File: src/rtl/mips_defs.sv
// mips_defs: encodings shared by the decoder and the execute unit.
//   exe_cmd_e   : ALU / shifter operation select (EXE_CMD)
//   br_type_e   : branch kind (br_type)
//   state_e     : execute-unit handshake FSM states
//   shift_dir_e : direction / fill mode of the iterative shifter
package mips_defs;

    // Shift amount field width taken from val2.
    localparam int SHAMT_W = 5;

    typedef enum logic [3:0] {
        CMD_ADD = 4'b0000,
        CMD_SUB = 4'b0010,
        CMD_AND = 4'b0100,
        CMD_OR  = 4'b0101,
        CMD_NOR = 4'b0110,
        CMD_XOR = 4'b0111,
        CMD_SLL = 4'b1000,  // also SLA
        CMD_SRA = 4'b1001,
        CMD_SRL = 4'b1010
    } exe_cmd_e;

    typedef enum logic [1:0] {
        BR_NONE = 2'b00,
        BR_BEZ  = 2'b01,
        BR_BNE  = 2'b10,
        BR_JMP  = 2'b11
    } br_type_e;

    typedef enum logic [1:0] {
        ST_IDLE = 2'b00,
        ST_BUSY = 2'b01,
        ST_DONE = 2'b10
    } state_e;

    typedef enum logic [1:0] {
        SH_LEFT        = 2'b00,
        SH_RIGHT_LOGIC = 2'b01,
        SH_RIGHT_ARITH = 2'b10
    } shift_dir_e;

    function automatic logic is_shift(input logic [3:0] cmd);
        return cmd inside {CMD_SLL, CMD_SRA, CMD_SRL};
    endfunction

    function automatic shift_dir_e shift_dir(input logic [3:0] cmd);
        case (cmd)
            CMD_SRA: return SH_RIGHT_ARITH;
            CMD_SRL: return SH_RIGHT_LOGIC;
            default: return SH_LEFT;
        endcase
    endfunction

endpackage

File: src/rtl/exe_unit_if.sv
// exe_unit_if: instruction-in / result-out handshake bundle of the execute unit.
//   master : upstream decoder + downstream consumer (drives instruction, out_ready)
//   slave  : exe_unit (drives in_ready, out_valid and the result fields)
interface exe_unit_if #(
    parameter int WIDTH = 32
);
    logic             in_valid;
    logic             in_ready;
    logic [3:0]       EXE_CMD;
    logic [1:0]       br_type;
    logic [WIDTH-1:0] val1;
    logic [WIDTH-1:0] val2;
    logic [WIDTH-1:0] src2_val;
    logic [WIDTH-1:0] pc;
    logic [WIDTH-1:0] br_offset;
    logic             out_valid;
    logic             out_ready;
    logic [WIDTH-1:0] alu_result;
    logic [WIDTH-1:0] br_addr;
    logic             br_taken;

    modport master (
        output in_valid, EXE_CMD, br_type, val1, val2, src2_val, pc, br_offset, out_ready,
        input  in_ready, out_valid, alu_result, br_addr, br_taken
    );

    modport slave (
        input  in_valid, EXE_CMD, br_type, val1, val2, src2_val, pc, br_offset, out_ready,
        output in_ready, out_valid, alu_result, br_addr, br_taken
    );
endinterface

File: src/rtl/exe_shifter.sv
// exe_shifter: one-bit-per-cycle shifter used for non-zero shift amounts.
//   clk, rst   : clock, asynchronous active-low reset
//   load       : capture load_val / load_cnt / dir as a new shift job
//   step       : perform one 1-bit shift and decrement the count
//   shift_val  : acc shifted by one more bit (value after the next step)
//   last       : the next step is the final one
module exe_shifter
    import mips_defs::*;
#(
    parameter int WIDTH = 32
) (
    input  logic               clk,
    input  logic               rst,
    input  logic               load,
    input  logic               step,
    input  shift_dir_e         dir,
    input  logic [WIDTH-1:0]   load_val,
    input  logic [SHAMT_W-1:0] load_cnt,
    output logic [WIDTH-1:0]   shift_val,
    output logic               last
);

    logic [WIDTH-1:0]   acc;
    logic [SHAMT_W-1:0] cnt;
    shift_dir_e         dir_q;

    always_comb begin
        // NOTE: every always_comb output gets a default first so no path leaves it unassigned (no latch).
        shift_val = acc;
        case (dir_q)
            SH_LEFT:        shift_val = {acc[WIDTH-2:0], 1'b0};
            SH_RIGHT_LOGIC: shift_val = {1'b0, acc[WIDTH-1:1]};
            SH_RIGHT_ARITH: shift_val = {acc[WIDTH-1], acc[WIDTH-1:1]};
            default:        shift_val = acc;
        endcase
    end

    assign last = (cnt == SHAMT_W'(1));

    // NOTE: acc and cnt are reset explicitly so a shift cut short by reset leaves no residue.
    always_ff @(posedge clk or negedge rst) begin
        if (!rst) begin
            acc   <= '0;
            cnt   <= '0;
            dir_q <= SH_LEFT;
        end else if (load) begin
            acc   <= load_val;
            cnt   <= load_cnt;
            dir_q <= dir;
        end else if (step && cnt != '0) begin
            acc <= shift_val;
            cnt <= cnt - 1'b1;
        end
    end

endmodule

File: src/rtl/exe_unit.sv
// exe_unit: execute stage -- ALU, branch resolution and iterative shifts behind
// a valid/ready handshake on both sides.
//   clk, rst : clock, asynchronous active-low reset
//   bus      : exe_unit_if slave port (instruction in, result out)
module exe_unit
    import mips_defs::*;
#(
    parameter int WIDTH = 32
) (
    input logic       clk,
    input logic       rst,
    exe_unit_if.slave bus
);

    state_e             state, state_next;
    logic               accept;
    logic               long_shift;
    logic [SHAMT_W-1:0] shamt;
    logic               shift_step;
    logic               shift_last;
    logic [WIDTH-1:0]   shift_val;
    logic [WIDTH-1:0]   alu_comb;
    logic               taken_comb;
    logic [WIDTH-1:0]   result_q;
    logic [WIDTH-1:0]   addr_q;
    logic               taken_q;

    assign shamt      = bus.val2[SHAMT_W-1:0];
    assign long_shift = is_shift(bus.EXE_CMD) && (shamt != '0);
    assign accept     = bus.in_valid && bus.in_ready;

    // Single-cycle operations; shifts only land here with a zero amount.
    always_comb begin
        alu_comb = '0;
        case (bus.EXE_CMD)
            CMD_ADD: alu_comb = bus.val1 + bus.val2;
            CMD_SUB: alu_comb = bus.val1 - bus.val2;
            CMD_AND: alu_comb = bus.val1 & bus.val2;
            CMD_OR:  alu_comb = bus.val1 | bus.val2;
            CMD_NOR: alu_comb = ~(bus.val1 | bus.val2);
            CMD_XOR: alu_comb = bus.val1 ^ bus.val2;
            CMD_SLL, CMD_SRA, CMD_SRL: alu_comb = bus.val1;
            default: alu_comb = '0;
        endcase
    end

    always_comb begin
        taken_comb = 1'b0;
        case (bus.br_type)
            BR_BEZ:  taken_comb = (bus.val1 == '0);
            BR_BNE:  taken_comb = (bus.val1 != bus.src2_val);
            BR_JMP:  taken_comb = 1'b1;
            default: taken_comb = 1'b0;
        endcase
    end

    // FSM state register.
    always_ff @(posedge clk or negedge rst) begin
        // NOTE: sequential state uses non-blocking assignment so every register samples pre-edge values.
        if (!rst) state <= ST_IDLE;
        else      state <= state_next;
    end

    // FSM next-state logic.
    always_comb begin
        state_next = state;
        case (state)
            ST_IDLE: if (bus.in_valid) state_next = long_shift ? ST_BUSY : ST_DONE;
            ST_BUSY: if (shift_last)   state_next = ST_DONE;
            ST_DONE: begin
                if (bus.out_ready) begin
                    // Release and accept on the same edge when a new instruction waits.
                    if (bus.in_valid) state_next = long_shift ? ST_BUSY : ST_DONE;
                    else              state_next = ST_IDLE;
                end
            end
            default: state_next = ST_IDLE;
        endcase
    end

    // FSM outputs.
    always_comb begin
        bus.in_ready  = 1'b0;
        bus.out_valid = 1'b0;
        shift_step    = 1'b0;
        case (state)
            ST_IDLE: bus.in_ready = 1'b1;
            ST_BUSY: shift_step   = 1'b1;
            ST_DONE: begin
                bus.out_valid = 1'b1;
                bus.in_ready  = bus.out_ready;
            end
            default: ;
        endcase
    end

    // Result / branch registers: branch info captured at accept, the result
    // either at accept or on the final shift step.
    always_ff @(posedge clk or negedge rst) begin
        if (!rst) begin
            result_q <= '0;
            addr_q   <= '0;
            taken_q  <= 1'b0;
        end else if (accept) begin
            taken_q <= taken_comb;
            addr_q  <= bus.pc + bus.br_offset;
            if (!long_shift) result_q <= alu_comb;
        end else if (shift_step && shift_last) begin
            result_q <= shift_val;
        end
    end

    assign bus.alu_result = result_q;
    assign bus.br_addr    = addr_q;
    assign bus.br_taken   = taken_q;

    exe_shifter #(.WIDTH(WIDTH)) u_shifter (
        .clk       (clk),
        .rst       (rst),
        .load      (accept && long_shift),
        .step      (shift_step),
        .dir       (shift_dir(bus.EXE_CMD)),
        .load_val  (bus.val1),
        .load_cnt  (shamt),
        .shift_val (shift_val),
        .last      (shift_last)
    );

endmodule

File: src/flat_wrapper.sv
// flat-port wrapper written by rule: the top's interface ports become plain ports
module exe_unit_flat import mips_defs::*;
#(
    parameter int WIDTH = 32
)
  (clk, rst, bus_in_valid, bus_EXE_CMD, bus_br_type, bus_val1, bus_val2, bus_src2_val, bus_pc, bus_br_offset, bus_out_ready, bus_in_ready, bus_out_valid, bus_alu_result, bus_br_addr, bus_br_taken);
  exe_unit_if #(.WIDTH(WIDTH)) bus_i ();
  input logic clk;
  input logic rst;
  input wire logic [$bits(bus_i.in_valid)-1:0] bus_in_valid;
  input wire logic [$bits(bus_i.EXE_CMD)-1:0] bus_EXE_CMD;
  input wire logic [$bits(bus_i.br_type)-1:0] bus_br_type;
  input wire logic [$bits(bus_i.val1)-1:0] bus_val1;
  input wire logic [$bits(bus_i.val2)-1:0] bus_val2;
  input wire logic [$bits(bus_i.src2_val)-1:0] bus_src2_val;
  input wire logic [$bits(bus_i.pc)-1:0] bus_pc;
  input wire logic [$bits(bus_i.br_offset)-1:0] bus_br_offset;
  input wire logic [$bits(bus_i.out_ready)-1:0] bus_out_ready;
  output wire logic [$bits(bus_i.in_ready)-1:0] bus_in_ready;
  output wire logic [$bits(bus_i.out_valid)-1:0] bus_out_valid;
  output wire logic [$bits(bus_i.alu_result)-1:0] bus_alu_result;
  output wire logic [$bits(bus_i.br_addr)-1:0] bus_br_addr;
  output wire logic [$bits(bus_i.br_taken)-1:0] bus_br_taken;
  assign bus_i.in_valid = bus_in_valid;
  assign bus_i.EXE_CMD = bus_EXE_CMD;
  assign bus_i.br_type = bus_br_type;
  assign bus_i.val1 = bus_val1;
  assign bus_i.val2 = bus_val2;
  assign bus_i.src2_val = bus_src2_val;
  assign bus_i.pc = bus_pc;
  assign bus_i.br_offset = bus_br_offset;
  assign bus_i.out_ready = bus_out_ready;
  assign bus_in_ready = bus_i.in_ready;
  assign bus_out_valid = bus_i.out_valid;
  assign bus_alu_result = bus_i.alu_result;
  assign bus_br_addr = bus_i.br_addr;
  assign bus_br_taken = bus_i.br_taken;
  exe_unit #(.WIDTH(WIDTH)) u_core (.clk(clk), .rst(rst), .bus(bus_i));
endmodule
File: config.mk
export PLATFORM = sky130hd
export DESIGN_NAME = exe_unit_flat
export DESIGN_NICKNAME = d
export VERILOG_FILES = /design/src/rtl/mips_defs.sv /design/src/rtl/exe_unit_if.sv /design/src/rtl/exe_shifter.sv /design/src/rtl/exe_unit.sv /design/src/flat_wrapper.sv
export SDC_FILE = /design/constraint.sdc
export NUM_CORES = 1
export LEC_CHECK = 0
export CORE_UTILIZATION = 28
export DETAILED_ROUTE_END_ITERATION = 8
export GPL_TIMING_DRIVEN = 0
export PLACE_DENSITY = 0.61
export SYNTH_ARGS = -nofsm -noshare
export SYNTH_HDL_FRONTEND = slang
export SYNTH_SLANG_ARGS = --single-unit
File: constraint.sdc
create_clock -name clk -period 1.9 [get_ports clk]
set_input_delay 0.285 -clock clk [delete_from_list [all_inputs] [get_ports clk]]
set_output_delay 0.285 -clock clk [all_outputs]
set_load 0.1 [all_outputs]
==> results of run 1 <==
## layout make-up
type | count | area [um2] | share of cell area (%)
Timing Repair Buffer | 355 | 3110 | 17.5
Sequential cell | 106 | 2650 | 14.9
Tap cell | 532 | 666 | 3.74
Buffer | 73 | 526 | 2.95
Inverter | 90 | 359 | 2.02
Clock inverter | 6 | 51.3 | 0.288
Multi-Input combinational cell | 1204 | 10200 | 57.3
Antenna cell | 1 | 2.50 | 0.0141
Clock buffer | 9 | 225 | 1.27
## worst max-delay path by stage
stage	from	slack, ns	to
after CTS	bus_val2[6]	-1.63	u_core.bus.alu_result[28]$_DFFE_PN0P_
after floorplan	bus_val2[1]	-1.70	u_core.bus.alu_result[24]$_DFFE_PN0P_
after detailed placement	bus_EXE_CMD[0]	-3.32	u_core.bus.alu_result[21]$_DFFE_PN0P_
final	bus_val2[6]	-1.78	u_core.bus.alu_result[24]$_DFFE_PN0P_
after global placement	rst	-3.75	u_core.bus.alu_result[4]$_DFFE_PN0P_
after global routing	bus_val2[21]	-1.84	u_core.bus.alu_result[29]$_DFFE_PN0P_
## synth_stat cells (all sizes together), types with 18 or more instances
| library cell | instances | share of area, % |
|---|---|---|
| a21o | 35 | 2.2 |
| a21oi | 109 | 4.7 |
| a221o | 25 | 2.1 |
| a221oi | 21 | 1.6 |
| clkbuf | 72 | 2.3 |
| dfrtp | 106 | 23 |
| ha | 131 | 14 |
| inv | 90 | 2.9 |
| nand2 | 153 | 4.9 |
| nand2b | 18 | 0.96 |
| nand3 | 22 | 0.94 |
| nor2 | 115 | 3.7 |
| nor2b | 24 | 1.3 |
| o21a | 31 | 2.0 |
| o21ai | 109 | 4.7 |
| o221ai | 46 | 3.4 |
| o31ai | 18 | 1.3 |
| xnor2 | 67 | 5.0 |
| xor2 | 42 | 3.1 |
## logic make-up after synthesis
group                    count (synthesis)  share of synthesized area (%)
buffers and inverters                  172                           5.53
XOR/XNOR                               109                           8.17
adder cells (fa/ha/maj)                133                           14.4
multiplexers                            27                           2.42
flip-flops                             106                           22.7
AND/OR/NAND/NOR                        429                           17.2
AO/OA/AOI/OAI                          506                           29.7
## worst reg2reg max path, stage by stage (launching register included)
cell and delay, ns:
dfrtp_1 0.41, nor2b_4 0.15, nor2_4 0.14, nand2_4 0.09, clkbuf_2 0.24, nor2_1 0.85
a21oi_1 0.26, a21oi_1 0.24, a21o_1 0.11
## per-stage QoR
stage                     area, um2  total power [uW]  util (%)  worst slack (ns)
final                         17800             17200      43.4             -1.78
after global placement        15100             14300      36.9             -3.75
after CTS                     17200             16700      41.9             -1.63
after detailed placement      15200             14400      36.9             -3.32
after floorplan               12100             11300         -             -1.70
after global routing          17800             18100      43.4             -1.84
## per-layer routing
metal	part of all wire (%)	vias to the layer above	global-route usage (%)
li1	-	6167	-
met1	43	6551	32.3
met2	47	586	38.9
met3	7.5	112	4.64
met4	3.3	0	7.96
met5	0	-	0
## state kept, by name, indices dropped and copies added (netlist names)
| signal | count |
|---|---|
| u_core.bus.alu_result | 32 |
| u_core.bus.br_addr | 32 |
| u_core.u_shifter.acc | 32 |
| u_core.u_shifter.cnt | 5 |
| u_core.state | 2 |
| u_core.u_shifter.dir_q | 2 |
| u_core.bus.br_taken | 1 |
## power by group through the flow
stage          registers (uW)  logic, uW  clock network [uW]
2_1_floorplan            7580       3690                   0
3_3_place_gp             3950      10400                   0
3_5_place_dp             3950      10500                   0
4_1_cts                  3910      10900                1890
5_1_grt                  4070      12000                1970
6_report                 3950      11400                1850
## repair_timing
item                                    in CTS  in global routing
hold buffers                                 1                  0
pin swaps                                  152                102
hold endpoints to repair                    45                  0
resized for setup                          667                247
buffers inserted                            98                 29
endpoints found under the setup margin     165                139
==> results by group, run 1 <==
STA
  • PnR worst setup slack: -1.78 ns
  • Max-slew violation count: 0
  • Hold slack final: 0.210 ns
  • Skew final: 0.0103 ns
  • Fin. Hold Viols: 0
  • Setup TNS: -44.08 ns
  • Final period utilization: 194%
  • Worst rel slew slack: 30.7%
  • Final setup violation count: 50
  • RSZ-0062 raised after global routing: yes
  • Max Fclk: 272 MHz
  • Worst slew pin tran: 1.04 ns
  • Minimum clock period: 3.68 ns

Pwr
  • Clk pwr share: 10.8%
  • PwrDens: 968 nW/um2
  • Combinational group share of total power: 66.3%
  • Power Internal: 7570 uW
  • Peak VDD IR: 1.68 mV
  • NetSw: 9640 uW
  • Leakage: 0.00757 uW
  • Seq pwr share: 23.0%
  • Sw Share: 56.0%

Routing
  • First DRT Iteration DRCs: 1188
  • Detailed Route WL: 53200 um
  • ANT nets after route: 0
  • Routed vias/inst: 5.65
  • Via count: 13400
  • Routed WL per cell: 22.4 um
  • Initial DRT Pass Iterations: 7
  • DRC viols: 44

Hold path
  • Worst min-delay path startpoint: bus_val2[0]
  • Worst min path class: input pin to flip-flop
  • Hold Path End: u_core.u_shifter.cnt[0]$_DFFE_PN0P_
  • WHS Path Cells: 2

Logic synthesis
  • Post-synthesis register bit count: 106
  • Synth Instances: 1482
  • Synthesized Nets: 1785
  • Mapped cell area: 11700 um2
  • Post-synth EDFFs: 0
  • Top_reg_cell synth: dfrtp_1
  • Mean Syn Cell Area: 7.89 um2
  • Async S/R FF share, synth: 100%
  • Number of library cell types mapped by synthesis: 71
  • Ys Warns: 0
  • Sequential fraction of the synthesis area: 22.7%

Clock network
  • Clock latency on the worst-skew pair: 0.37 ns
  • CTS tree: yes
  • Root Buffer: clkbuf_16
  • Sink Count: 106
  • Num CTS Buffers: 9
  • Clock-pin slew on the worst setup and hold paths: 0.08 ns
  • Clk buf depth: 2
  • H-tree Lvls: 3

Floorplan
  • Die Wd: 206 um
  • I/O pin cnt: 237
  • Die area: 42600 um2
  • Starting Density: 28.5%
  • Row count: 74
  • CORE AREA: 41000 um2
  • Die height: 206 um

Placement
  • HPWL after DPL: 40400 um
  • Port bufs: 236
  • Inst Count DP: 2251
  • GPL Wtd Cong: 0.951

Global routing
  • Grt ovf: 0
  • First-pass GRT wire length: 77700 um
  • Vias in the first global route: 13100
  • GR Util All Layers: 24.2%
  • Antenna violations before repair: 0
  • Largest net degree at the start of global routing: 62

Layout
  • Most frequent cells in the layout: nand2_1, dfrtp_1, buf_4, nor2_1, ha_1
  • Fin nets: 2142
  • Fill cell count: 3972
  • Finished Layout Cells: 2376
  • Area grow syn2layout: 52.2%
  • Leading cell type in the layout, fill and taps excluded: nand2_1
  • Layout cells sized above 1: 30.6%

Critical path
  • Crit path max-delay family: compound AO/OA/AOI/OAI gates
  • WP depth: 14
  • Buffers & Inverters on Critical Path: 1
  • Worst R2R Path Depth: 8
  • Reg2Reg Launch Point: u_core.state[1]$_DFFE_PN0P_
  • Reg-to-reg endpoint: u_core.bus.alu_result[26]$_DFFE_PN0P_
  • Worst setup EP type: flip-flop
  • WP data required: 2.20 ns
  • Critical Path AT: 3.98 ns
  • Max incr delay on CP: 0.60 ns
  • CP Cell Sequence: buf_8 -> or3_4 -> or4_4 -> o31ai_4 -> xnor2_1 -> ha_2 -> and3_4 -> a221o_1 -> a21o_1 -> o31ai_4 -> a21oi_2 -> or3_4 -> a31oi_4 -> o22a_1
  • Path type of the worst setup path: input pin to flip-flop
  • R2R setup slack: -0.64 ns
  • Slowest CP cell: or4_4
  • CP startpoint kind: input pin
  • CP max FO: 6

Flow run
  • Max_cap viols: 0

Outcome
  • Failing checks: design-rule violations, negative setup slack
  • Status: complete, but fails checks
(Power assumes the default switching activity.)
==> inputs of run 2 (changes only) <==
--- a/config.mk
+++ b/config.mk
@@ -5,6 +5,7 @@
 export SDC_FILE = /design/constraint.sdc
 export NUM_CORES = 1
 export LEC_CHECK = 0
+export CAP_MARGIN = 10
 export CORE_UTILIZATION = 28
 export DETAILED_ROUTE_END_ITERATION = 8
 export GPL_TIMING_DRIVEN = 0
==> results of run 2 <==
The final DEF is identical to that of run 1; final timing and power are the same.
==> inputs of run 3 (changes only) <==
--- a/config.mk
+++ b/config.mk
@@ -5,6 +5,7 @@
 export SDC_FILE = /design/constraint.sdc
 export NUM_CORES = 1
 export LEC_CHECK = 0
+export ABC_AREA = 1
 export CAP_MARGIN = 10
 export CORE_UTILIZATION = 28
 export DETAILED_ROUTE_END_ITERATION = 8
==> run 3 against run 2 <==
Synthesized area grew 7.9%. The run ends with negative setup slack left. Sequential power grew 4%. Worst setup slack gained 0.69 ns. Critical endpoint is now u_core.bus.alu_result[18]$_DFFE_PN0P_. Final cell count grew 25%. Die area grew 7.8%. Critical path type unchanged. First-iteration DRC count grew 29%.
==> results by group, run 3 <==
Global routing
  • Largest net degree at the start of global routing: 88 (+42%)
  • GR Util All Layers: 25.5% (+1.3 points)
  • Grt ovf: 0 (unchanged)
  • Vias in the first global route: 14900 (+14%)
  • Antenna violations before repair: 0 (unchanged)
  • First-pass GRT wire length: 89300 um (+15%)

Critical path
  • Worst setup EP type: flip-flop
  • Path type of the worst setup path: input pin to flip-flop
  • CP startpoint kind: input pin
  • WP data required: 2.20 ns (about the same)
  • Setup crit start: bus_val2[4]
  • Reg2Reg Launch Point: u_core.state[1]$_DFFE_PN0P_
  • Most used cell, CP: nor2_4
  • Slowest CP cell: ha_1
  • CP Cell Sequence: buf_12 -> nor2_4 -> nand3_4 -> nor2_4 -> nand3_2 -> or2_4 -> buf_4 -> o21ai_4 -> xor2_1 -> ha_1 -> buf_6 -> nand2_4 -> nor2_4 -> inv_4 -> nor2_4 -> nand4_1 -> nand4_1 -> nand3_2 -> nand2_2 -> nand2_2 -> a21oi_2
  • R2R setup slack: -0.15 ns (+0.49 ns)
  • Crit path max-delay family: simple AND/OR/NAND/NOR gates
  • Buffers & Inverters on Critical Path: 4 (+3)
  • CP max FO: 5 (-1)
  • Critical Path AT: 3.29 ns (-0.69 ns)
  • Max incr delay on CP: 0.34 ns (-0.26 ns)

Hold path
  • Worst min-delay path startpoint: bus_EXE_CMD[2]
  • Worst min path class: input pin to flip-flop

STA
  • Max Fclk: 334 MHz (+23%)
  • Final period utilization: 157% (-36 points)
  • Worst slew pin tran: 1.09 ns (+0.0558 ns)
  • Setup TNS: -22.61 ns (+21.47 ns)
  • Fin. Hold Viols: 0 (unchanged)
  • Final setup violation count: 31 (-38%)
  • PnR worst setup slack: -1.09 ns (+0.689 ns)
  • RSZ-0062 raised after global routing: yes
  • Skew final: 0.0176 ns (+0.00735 ns)
  • Max-slew violation count: 0 (unchanged)
  • Worst rel slew slack: 27.2% (-3.5 points)
  • Minimum clock period: 2.99 ns (-0.689 ns)

Routing
  • DRC viols: 0 (-100%)
  • Routed WL per cell: 20.9 um (-6.8%)
  • First DRT Iteration DRCs: 1532 (+29%)
  • Via count: 15600 (+16%)
  • Routed vias/inst: 5.26 (-6.8%)
  • Detailed Route WL: 61900 um (+16%)
  • Initial DRT Pass Iterations: 7 (unchanged)
  • ANT nets after route: 0 (unchanged)

Clock network
  • H-tree Lvls: 3 (unchanged)
  • CTS tree: yes
  • Root Buffer: clkbuf_16
  • Clock-pin slew on the worst setup and hold paths: 0.09 ns (about the same)
  • Clk buf depth: 2 (unchanged)
  • Clock latency on the worst-skew pair: 0.38 ns (about the same)
  • Num CTS Buffers: 9 (unchanged)
  • Sink Count: 106 (unchanged)

Logic synthesis
  • Top cell type's share of synthesized area: 21.0% (-1.7 points)
  • Mean Syn Cell Area: 6.33 um2 (-20%)
  • Number of library cell types mapped by synthesis: 51 (-28%)
  • Ys Warns: 0 (unchanged)
  • Synth Instances: 1993 (+34%)
  • Synthesized Nets: 2296 (+29%)
  • Area contributors post-synth: dfrtp_1, nand2_1, ha_1
  • Post-synth EDFFs: 0 (unchanged)
  • Commonest cells post-synth: nand2_1, inv_1, nor2_1
  • Most frequent cell after synthesis: nand2_1
  • Mapped cell area: 12600 um2 (+7.9%)
  • Post-synthesis register bit count: 106 (unchanged)
  • Async S/R FF share, synth: 100% (unchanged)
  • Top_reg_cell synth: dfrtp_1
  • Synth area leader: dfrtp_1
  • Sequential fraction of the synthesis area: 21.0% (-1.7 points)

Floorplan
  • I/O pin cnt: 237 (unchanged)
  • Die area: 45900 um2 (+7.8%)
  • CORE AREA: 44300 um2 (+8.0%)
  • Die height: 214 um (+3.8%)
  • Die Wd: 214 um (+3.8%)
  • Starting Density: 28.4% (-0.050 points)
  • Row count: 77 (+4.1%)

Placement
  • HPWL after DPL: 48200 um (+19%)
  • Inst Count DP: 2822 (+25%)
  • Port bufs: 236 (unchanged)
  • GPL Wtd Cong: 0.977 (+2.8%)
  • Placed cell area: 16100 um2 (+6.2%)

Pwr
  • PwrDens: 975 nW/um2 (+0.78%)
  • Leakage: 0.00937 uW (+24%)
  • Peak VDD IR: 1.57 mV (-7.1%)
  • Total power: 19400 uW (+12%)

Outcome
  • Status: complete, but fails checks
  • Failing checks: negative setup slack

Layout
  • Fin nets: 2671 (+25%)
  • Finished Layout Cells: 2965 (+25%)
  • Leading cell type in the layout, fill and taps excluded: nand2_1
  • Post-route cell area: 19800 um2 (+12%)
  • Layout cells sized above 1: 31.7% (+1.1 points)
  • Number of antenna diodes: 0 (-1)
  • Most frequent cells in the layout: nand2_1, inv_1, buf_4, nor2_1, dfrtp_1
  • Area grow syn2layout: 57.4%
  • Post-layout util: 44.8% (+1.4 points)

Flow run
  • Max_cap viols: 0 (unchanged)
## run 3: final timing paths
| check | endpoint | cells past startpoint |
|---|---|---|
| worst min register to register | u_core.bus.br_taken$_DFFE_PN0P_ | 2 |
| worst max register to register | u_core.bus.alu_result[13]$_DFFE_PN0P_ | 12 |
| max in group asynchronous | u_core.u_shifter.dir_q[1]$_DFFE_PN0P_ | 3 |
| worst min-delay path | u_core.u_shifter.dir_q[1]$_DFFE_PN0P_ | 4 |
| worst max-delay path | u_core.bus.alu_result[18]$_DFFE_PN0P_ | 21 |
| min in group asynchronous | u_core.bus.br_addr[16]$_DFFE_PN0P_ | 2 |
## run 3: cell families after synthesis
| logic type | after synthesis | share of synthesized area [%] |
|---|---|---|
| compound gates | 421 | 20.1 |
| xor+xnor | 58 | 4.03 |
| fa+ha+maj | 133 | 13.3 |
| buf+inv | 348 | 10.8 |
| flops | 106 | 21.0 |
| simple gates | 927 | 30.7 |
## run 3: layout make-up
| cell class | count | area, um2 |
|---|---|---|
| Clock inverter | 5 | 62.6 |
| Inverter | 289 | 1150 |
| Sequential cell | 106 | 2650 |
| Clock buffer | 11 | 243 |
| Timing Repair Buffer | 364 | 3470 |
| Multi-Input combinational cell | 1539 | 11200 |
| Buffer | 59 | 363 |
| Tap cell | 592 | 741 |
| Fill cell | 4546 | 24500 |
## run 3: what timing repair did
item | in CTS | in global routing
gates cloned | 2 | 1
hold buffers | 1 | 0
endpoints found under the setup margin | 169 | 108
endpoints found under the hold margin | 19 | 0
gates resized for setup | 598 | 354
buffers inserted | 77 | 50
pin swaps | 136 | 179
## run 3: power breakdown
| group | leakage, uW | switching [uW] | total [uW] | internal (uW) |
|---|---|---|---|---|
| registers | 0.00128 | 843 | 4110 | 3270 |
| clock network | 0.000142 | 978 | 2050 | 1070 |
| logic | 0.00794 | 9570 | 13200 | 3630 |
## run 3: routing by layer
layer,track usage [%],part of all wire (%),vias to the layer above,wire (um)
met5,0,0,-,0
met4,8.19,3.3,0,2030
met3,5.84,8.5,94,5230
met2,39.2,44,691,27400
met1,35.0,44,7471,27200
li1,-,-,7353,-
## run 3: stage by stage
stage | setup WS (ns) | hold WS [ns]
3_3_place_gp | -3.94 | 0.465
3_5_place_dp | -2.26 | 0.152
5_1_grt | -1.16 | 0.260
2_1_floorplan | -0.771 | -0.0106
6_report | -1.09 | 0.248
4_1_cts | -1.00 | 0.256
## run 3: worst min-delay path, delay by kind of cell
family / cells / cell delay (ns)
and+or+nand+nor: 2 / 0.13
buffers and inverters: 1 / 0.08
AOI/OAI and AO/OA: 1 / 0.08
